`src/rtl/sampq_ctrl.sv`:
```
// Sequencing controller for the sample FIFO RAM: pointers, overflow accounting and a
// 2-entry output stage that hides the RAM's 1-cycle registered read latency.
module sampq_ctrl #(
  parameter int ADDR_W     = 13,
  parameter int QUEUE_SIZE = 8192
) (
  input  logic              clk,
  input  logic              rst,
  input  logic              flush,
  input  logic [31:0]       in_data,
  input  logic              in_avail,
  output logic [31:0]       out_data,
  output logic              out_avail,
  input  logic              out_ready,
  output logic [ADDR_W:0]   count,
  output logic              overflow,
  output logic [15:0]       ovf_count,
  output logic [ADDR_W-1:0] mem_raddr,
  output logic              mem_ravail,
  input  logic [31:0]       mem_rdata,
  output logic [ADDR_W-1:0] mem_waddr,
  output logic [31:0]       mem_wdata,
  output logic              mem_wavail
);

  localparam int PW = ADDR_W + 1;

  logic [PW-1:0] wptr, rptr;
  logic          inflight;
  logic [1:0]    stage_cnt, stage_nxt, stage_after_pop;
  logic [31:0]   head, skid, head_nxt, skid_nxt;
  logic          empty, full, wr_en, drop, rd_en, pop;
  logic [2:0]    occ;

  assign count = wptr - rptr;
  assign empty = (count == '0);
  assign full  = (count == PW'(QUEUE_SIZE));
  assign pop   = out_avail & out_ready;

  // Slots committed after this cycle's pop: stage entries plus a read already in flight.
  assign occ   = {1'b0, stage_cnt} + {2'b0, inflight} - {2'b0, pop};

  assign wr_en = in_avail & ~full & ~flush;
  assign drop  = in_avail & full & ~flush;
  assign rd_en = ~empty & ~flush & (occ < 3'd2);

  assign mem_wavail = wr_en;
  assign mem_waddr  = wptr[ADDR_W-1:0];
  assign mem_wdata  = in_data;
  assign mem_ravail = rd_en;
  assign mem_raddr  = rptr[ADDR_W-1:0];
  assign out_data   = head;

  assign stage_after_pop = stage_cnt - {1'b0, pop};

  always_comb begin
    // NOTE: every always_comb output gets a default first so no path leaves it unassigned (no latch).
    head_nxt  = head;
    skid_nxt  = skid;
    stage_nxt = stage_after_pop + {1'b0, inflight};
    if (pop && stage_cnt == 2'd2) head_nxt = skid;
    if (inflight) begin
      if (stage_after_pop == 2'd0) head_nxt = mem_rdata;
      else                         skid_nxt = mem_rdata;
    end
  end

  // NOTE: sequential state uses non-blocking assignments so every register samples pre-edge values.
  always_ff @(posedge clk or posedge rst) begin
    if (rst) begin
      wptr      <= '0;
      rptr      <= '0;
      inflight  <= 1'b0;
      stage_cnt <= 2'd0;
      head      <= '0;
      skid      <= '0;
      out_avail <= 1'b0;
      overflow  <= 1'b0;
      ovf_count <= '0;
    end else if (flush) begin
      // Stage data registers are left as-is; stage_cnt/out_avail mark them invalid.
      wptr      <= '0;
      rptr      <= '0;
      inflight  <= 1'b0;
      stage_cnt <= 2'd0;
      out_avail <= 1'b0;
      overflow  <= 1'b0;
      ovf_count <= '0;
    end else begin
      if (wr_en) wptr <= wptr + 1'b1;
      if (rd_en) rptr <= rptr + 1'b1;
      inflight  <= rd_en;
      stage_cnt <= stage_nxt;
      head      <= head_nxt;
      skid      <= skid_nxt;
      out_avail <= (stage_nxt != 2'd0);
      if (drop) begin
        overflow <= 1'b1;
        if (ovf_count != 16'hFFFF) ovf_count <= ovf_count + 16'd1;
      end
    end
  end

endmodule

```
`config.mk`:
```
export PLATFORM = sky130hd
export DESIGN_NAME = sampq_ctrl
export DESIGN_NICKNAME = d
export VERILOG_FILES = /design/src/rtl/sampq_ctrl.sv
export SDC_FILE = /design/constraint.sdc
export NUM_CORES = 1
export LEC_CHECK = 0
export BUFFER_PORTS_ARGS = -buffer_cell sky130_fd_sc_hd__buf_2
export CORE_ASPECT_RATIO = 1.5
export CORE_MARGIN = 2
export CORE_UTILIZATION = 47
export DETAILED_ROUTE_END_ITERATION = 6
export PLACE_DENSITY = 0.77
export REMOVE_ABC_BUFFERS = 1
export SETUP_SLACK_MARGIN = 0.2
export SYNTH_ARGS = -nofsm -noshare
export SYNTH_HDL_FRONTEND = slang
export SYNTH_SLANG_ARGS = --single-unit
```
`constraint.sdc`:
```
create_clock -name clk -period 3.5 [get_ports clk]
set_input_delay 0.175 -clock clk [delete_from_list [all_inputs] [get_ports clk]]
set_output_delay 0.175 -clock clk [all_outputs]
set_load 0.05 [all_outputs]
```
* After elaboration in Yosys (flattened, before gate mapping)
Index checks and enable logic that the tools add are counted.
** Cells by class
- $add $sub $neg :: 8
- Multipliers :: 0
- Divide/modulo/power cells :: 0
- $lt $le $gt $ge :: 1
- Equality and inequality tests :: 3
- Shift operators :: 0
- Mux-type cells :: 15
- Bitwise logic cells :: 11
- Reduce and logical (&&, ||, !) cells :: 10
** Operators by type and width (number)
- two-way mux 32 bit :: 3
- two-way mux 14 bit :: 4
- two-way mux 16 bit :: 3
- adder 14 x 1 -> 14 bit, second input constant :: 2
- adder 16 x 1 -> 16 bit, second input constant :: 1
- != test 16 bit, second input constant :: 1
- equality test 14 bit, second input constant :: 1
- logical NOT 14 bit :: 1
- subtractor 14 bit :: 1
- nonzero test 2 bit :: 5
- bitwise AND 1 bit :: 7
- two-way mux 1 bit :: 4
- NOT 1 bit :: 4
- adder 2 x 1 -> 3 bit :: 1
- less-than comparator 3 x 2 -> 1 bit, second input constant :: 1
- AND reduction 3 bit :: 1
- subtractor 3 x 1 -> 3 bit :: 1
- adder 2 x 1 -> 2 bit :: 1
- equality test 2 bit, second input constant :: 1
- logical NOT 2 bit :: 1
- two-way mux 2 bit :: 1
- AND reduction 2 bit :: 1
- subtractor 2 x 1 -> 2 bit :: 1
- logical AND 1 bit :: 1
** Word-level totals
- Register bits :: 113
- Bits in latches :: 0
- Memory bits (writable) :: 0
- ROM bits :: 0
- Input bits :: 69
- Output and inout port bits :: 124
- Logic and storage cells :: 57
- Memories :: 0

* Logic depth before layout (Yosys ltp)
- Depth after elaboration :: 7
- Gate-level depth with buffers :: 15
- Mapped depth without buffers :: 13

* Worst setup path after synthesis
OpenSTA, ideal clock, no wires.
- Path type :: register -> output
- Start :: register wptr[0]
- End :: output mem_ravail
- Data arrival time :: 4.593 ns
- Data required time :: 3.325 ns
- Slack :: -1.268 ns
- Cell stages (with the launch flop) :: 14
- Path buffers :: 2
- Cells stage by stage :: dfrtp_1 inv_1 ha_1 inv_1 fa_1 a21o_1 a221o_1 a311oi_1 a21oi_1 nor4b_4 a21o_1 buf_2 buf_4 nor2_1
** On the way
- Cells in the longest elaborated chain, start to end :: 5
** RTL lines
- from (decl) :: line 28 : logic [PW-1:0] wptr, rptr;
- from (signal assigned) :: line 90 : if (wr_en) wptr <= wptr + 1'b1;
- subtractor 14 bit :: line 35 : assign count = wptr - rptr;
- net count[12] :: line 15 : output logic [ADDR_W:0] count,
- logical NOT 14 bit :: line 36 : assign empty = (count == '0);
- NOT 1 bit :: line 45 : assign rd_en = ~empty & ~flush & (occ < 3'd2);
- bitwise AND 1 bit (2 in series) :: line 45
- to (decl) :: line 19 : output logic mem_ravail,
The timed path passes the listed nets, and every way through them passes these cells.

* Final worst setup path
- Start :: register wptr[0]
- End :: register wptr[7]
** On the way
- Cells in the longest elaborated chain, start to end :: 6
- Elaborated cells between the ends (all ways) :: 9
- Those cells by class :: add/sub (2); eq/ne (1); mux (2); bitwise (3); reduce/logical (1)
** RTL lines
- subtractor 14 bit :: line 35
- equality test 14 bit :: line 37 : assign full = (count == PW'(QUEUE_SIZE));
- NOT 1 bit :: line 43 : assign wr_en = in_avail & ~full & ~flush;
- bitwise AND 1 bit (2 in series) :: line 43
- nonzero test 2 bit (no line)
Parallel ways exist; a longest one is shown, timed or not. The select of a mux whose other input is x is not followed.
A chain may end at the register's enable or synchronous reset.

==> run_results.csv <==
group,metric,value,unit
sta,finalCritPeriodShare,108,%
pwr,vdd_drop_max,0.628,mV
clocking,cts_made_buffers,17,
placed_design,gp_congestion,0.857,
hold_path,hp-start,"mem_rdata[17]",
placed_design,portBuffers,128,
layout,final_util,61.6,%
layout,antenna_cells,0,
layout,multi_input_area,0.00315,mm2
pwr,power_density,813,mW/mm2
global_route,grt.busiest_layer,"met2",
synthesis,synth_edf_count,0,
detailed_routing,drt_iter0_markers,318,
sta,final-setup-viol-count,47,
synthesis,synth_cells,672,
critical_path,crit_fanout,5,
global_route,grt_pass1_wl,28300,um
job,cap_violations,0,
critical_path,crit_family,"simple AND/OR/NAND/NOR gates",
global_route,grt_overflow,0,
critical_path,start_kind,"flop",
layout,register_area,0.00283,mm2
floorplanning,start_util,47.9,%
sta,relSlewSlack,57.7,%
hold_path,worstHoldPathType,"input port to flop",
pwr,p_total,6.74,mW
detailed_routing,post_drt_wl_per_cell,17.9,um
synthesis,yosys-top-cells-area,"dfrtp_1 44%, buf_4 7.0%, mux2_2 5.6%, o21ai_0 4.2%, a22oi_1 3.8%",
synthesis,yosysWarnings,0,
synthesis,ys_seq_area_share,43.8,%
pwr,p_leak,3.89,nW
synthesis,async_flop_share,100,%
critical_path,max_stage_delay,0.51,ns
detailed_routing,ant_nets,0,
critical_path,end_kind,"flop",
global_route,grt_pass1_vias,5692,
sta,fin_skew,0.0109,ns
layout,area_growth,28.6,%
sta,hold_viol_final,0,
critical_path,r2r-start,"wptr[0]",
critical_path,r2r_cells,16,
clocking,cts_sinks,113,
layout,fillers,1096,
run_status,status,"complete, but fails checks",
synthesis,ys_ff_latch,113,
floorplanning,dieArea,0.0147,mm2
sta,worst_slack,-0.289,ns
floorplanning,row_count,52,
clocking,cts-root-buf,"clkbuf_16",
clocking,clk_path_buf_depth,2,
global_route,grt_max_degree,114,
sta,rsz0062_at_grt,"true",
synthesis,syn_area,0.00645,mm2
sta,fmax,264,MHz
run_status,violations,"setup timing",
detailed_routing,routed_wl,17800,um
floorplanning,die_w,99.7,um
hold_path,hold_depth,2,
critical_path,required,3.82,ns
layout,drive_above_1_share,38.5,%
synthesis,synth-main-ff-cell,"dfrtp_1",
sta,min_period,3.79,ns
global_route,grt_use_met1,28.2,%
sta,worst_slew_pin_slew,0.634,ns
critical_path,path_buf_inv,5,
synthesis,synth_area_leader_cell,"dfrtp_1",
clocking,cts_tree,"done",
floorplanning,die_y,147,um
layout,layout.nets,910,
hold_path,min_to,"skid[17]",
detailed_routing,avgViaCountPerCell,5.68,
critical_path,path_class,"flop to flop",
synthesis,syn_area_per_cell,9.60,um2
global_route,groute.usage.overall,24.2,%
detailed_routing,via_count,5650,
clocking,clk_pin_slew,0.06,ns
critical_path,arrival,4.11,ns
detailed_routing,dr.pass1.iters,5,
placed_design,dp_hpwl,12200,um
global_route,grt_antenna_before_repair,0,
global_route,use_met3,10.3,%
clocking,clock_latency,0.40,ns
synthesis,yosysTopAreaCellShare,43.8,%
critical_path,r2r_setup_slack,-0.29,ns
detailed_routing,drc_errors,0,
sta,maxSlewViolCount,0,
floorplanning,ios,193,
critical_path,cp_slowest_cell,"or4_4",
critical_path,path_cells,"inv_2, ha_4, inv_2, fa_2, a21o_1, a221o_1, buf_4, or4b_4, o311ai_4, or4_4, nor4b_4, a21o_4, buf_6, buf_6, or4_4, a21oi_2",
global_route,use_met2,39.6,%
clocking,htree_num_levels,4,
floorplanning,core_area,0.0135,mm2
synthesis,synth_cell_type_count,57,
critical_path,reg2reg_to,"wptr[7]",
-- layout make-up --
class | instances | area share (%)
Clock inverter | 14 | 1.60
Clock buffer | 18 | 5.29
Tap cell | 162 | 2.44
Sequential cell | 113 | 34.1
Inverter | 33 | 1.52
Multi-Input combinational cell | 438 | 37.9
Timing Repair Buffer | 217 | 17.1
-- Yosys cell counts (2+ instances only) --
cell      number
dfrtp_1      113
buf_4         60
nand2_1       56
o21ai_0       54
a21oi_1       40
a22oi_1       33
inv_1         33
mux2_2        32
nor2_1        25
clkbuf_1      22
or3_1         22
ha_1          19
nand3_1       19
or4_1         14
a21o_1        12
o31ai_1       10
and3_1         8
xor2_1         8
nand4_1        7
nor4_1         7
and2_1         6
nor2b_1        5
nor3_1         5
xnor2_1        5
nand2b_1       4
a31oi_1        3
buf_1          3
buf_2          3
mux2_1         3
mux2i_1        3
o21a_1         3
or2_2          3
a211oi_1       2
a21boi_0       2
a221o_1        2
a311oi_1       2
and4_1         2
fa_1           2
o211ai_1       2
-- layout by cell type, fill, tap and decap left out, types with 3 or more instances in the layout --
master	synthesis	final
buf_2	3	124
dfrtp_1	113	113
buf_4	60	69
nand2_1	56	56
o21ai_0	54	50
a22oi_1	33	33
mux2_2	32	32
a21oi_1	40	31
inv_1	33	30
nor2_1	25	23
or3_1	22	21
buf_6	0	21
nand3_1	19	19
ha_1	19	18
clkbuf_16	0	17
a21o_1	12	11
or4_1	14	11
a21oi_2	0	9
and3_1	8	8
o31ai_1	10	8
xor2_1	8	7
nand4_1	7	7
and2_1	6	6
nor2b_1	5	5
nor3_1	5	5
o21ai_1	1	5
clkinv_4	0	5
nand2b_1	4	4
or4_4	1	4
nor4_1	7	3
o21a_1	3	3
or2_2	3	3
xnor2_1	5	3
mux2_1	3	3
mux2i_1	3	3
clkinvlp_4	0	3
inv_6	0	3
-- metrics by stage --
step	cells	setup TNS, ns	cell area [um2]	hold WS (ns)	setup WS, ns
after floorplan	584	-50.29	5890	0.238	-1.48
after global placement	937	-4.03	7230	0.350	-0.194
after detailed placement	937	-7.57	7230	0.350	-0.281
after CTS	990	-6.22	8140	0.00198	-0.306
after global routing	995	-13.92	8290	0.00929	-0.443
final	995	-7.70	8290	0.0193	-0.289
-- cell families after synthesis --
kind of cell | Yosys count | share of synthesized area, %
buffers and inverters | 121 | 10.6
and+or+nand+nor | 190 | 15.7
DFF | 113 | 43.8
muxes | 38 | 6.57
adders and majority gates | 21 | 4.31
AOI/OAI and AO/OA | 176 | 17.2
xor gates and xnor gates | 13 | 1.76
-- worst reg2reg max path, stage by stage (launching register included) --
cell	delay (ns)
dfrtp_1	0.40
inv_2	0.09
ha_4	0.14
inv_2	0.03
fa_2	0.33
a21o_1	0.19
a221o_1	0.37
buf_4	0.15
or4b_4	0.49
o311ai_4	0.08
or4_4	0.19
nor4b_4	0.06
a21o_4	0.24
buf_6	0.14
buf_6	0.12
or4_4	0.51
a21oi_2	0.18
-- registers in the layout, summed over array words and instances, names as in the netlist --
register / cells
wptr: 14
overflow: 1
inflight: 1
out_avail: 1
skid: 32
stage_cnt: 2
ovf_count: 16
out_data: 32
rptr: 14
-- worst max path at each step --
| stage | start | to | slack [ns] | cells after the start |
|---|---|---|---|---|
| floorplan | rptr[0] | mem_ravail | -1.48 | 10 |
| global placement | wptr[0] | ovf_count[10] | -0.19 | 14 |
| detailed placement | wptr[0] | ovf_count[10] | -0.28 | 14 |
| CTS | wptr[0] | mem_ravail | -0.31 | 13 |
| global route | wptr[0] | mem_ravail | -0.44 | 13 |
| finish | wptr[0] | wptr[7] | -0.29 | 16 |
-- repair_timing --
action,4_1_cts,5_1_grt
endpoints found under the setup margin,48,51
pin swaps,24,15
gates resized for setup,42,29
setup buffers,20,5
hold endpoints to repair,113,0
hold buffers,1,0
-- per-layer routing --
| metal | share of wire [%] | vias to the layer above |
|---|---|---|
| met5 | 0 | - |
| met4 | 1.6 | 0 |
| met3 | 8.4 | 23 |
| met2 | 51 | 189 |
| met1 | 39 | 2773 |
| li1 | - | 2665 |
-- where the power goes --
| part | leakage [nW] | internal (mW) | switching [mW] |
|---|---|---|---|
| logic | 2.15 | 1.13 | 2.06 |
| clock network | 0.273 | 1.00 | 0.637 |
| registers | 1.46 | 1.70 | 0.213 |
| total | 3.89 | 3.83 | 2.91 |
Power figures use the tool's default switching activity.
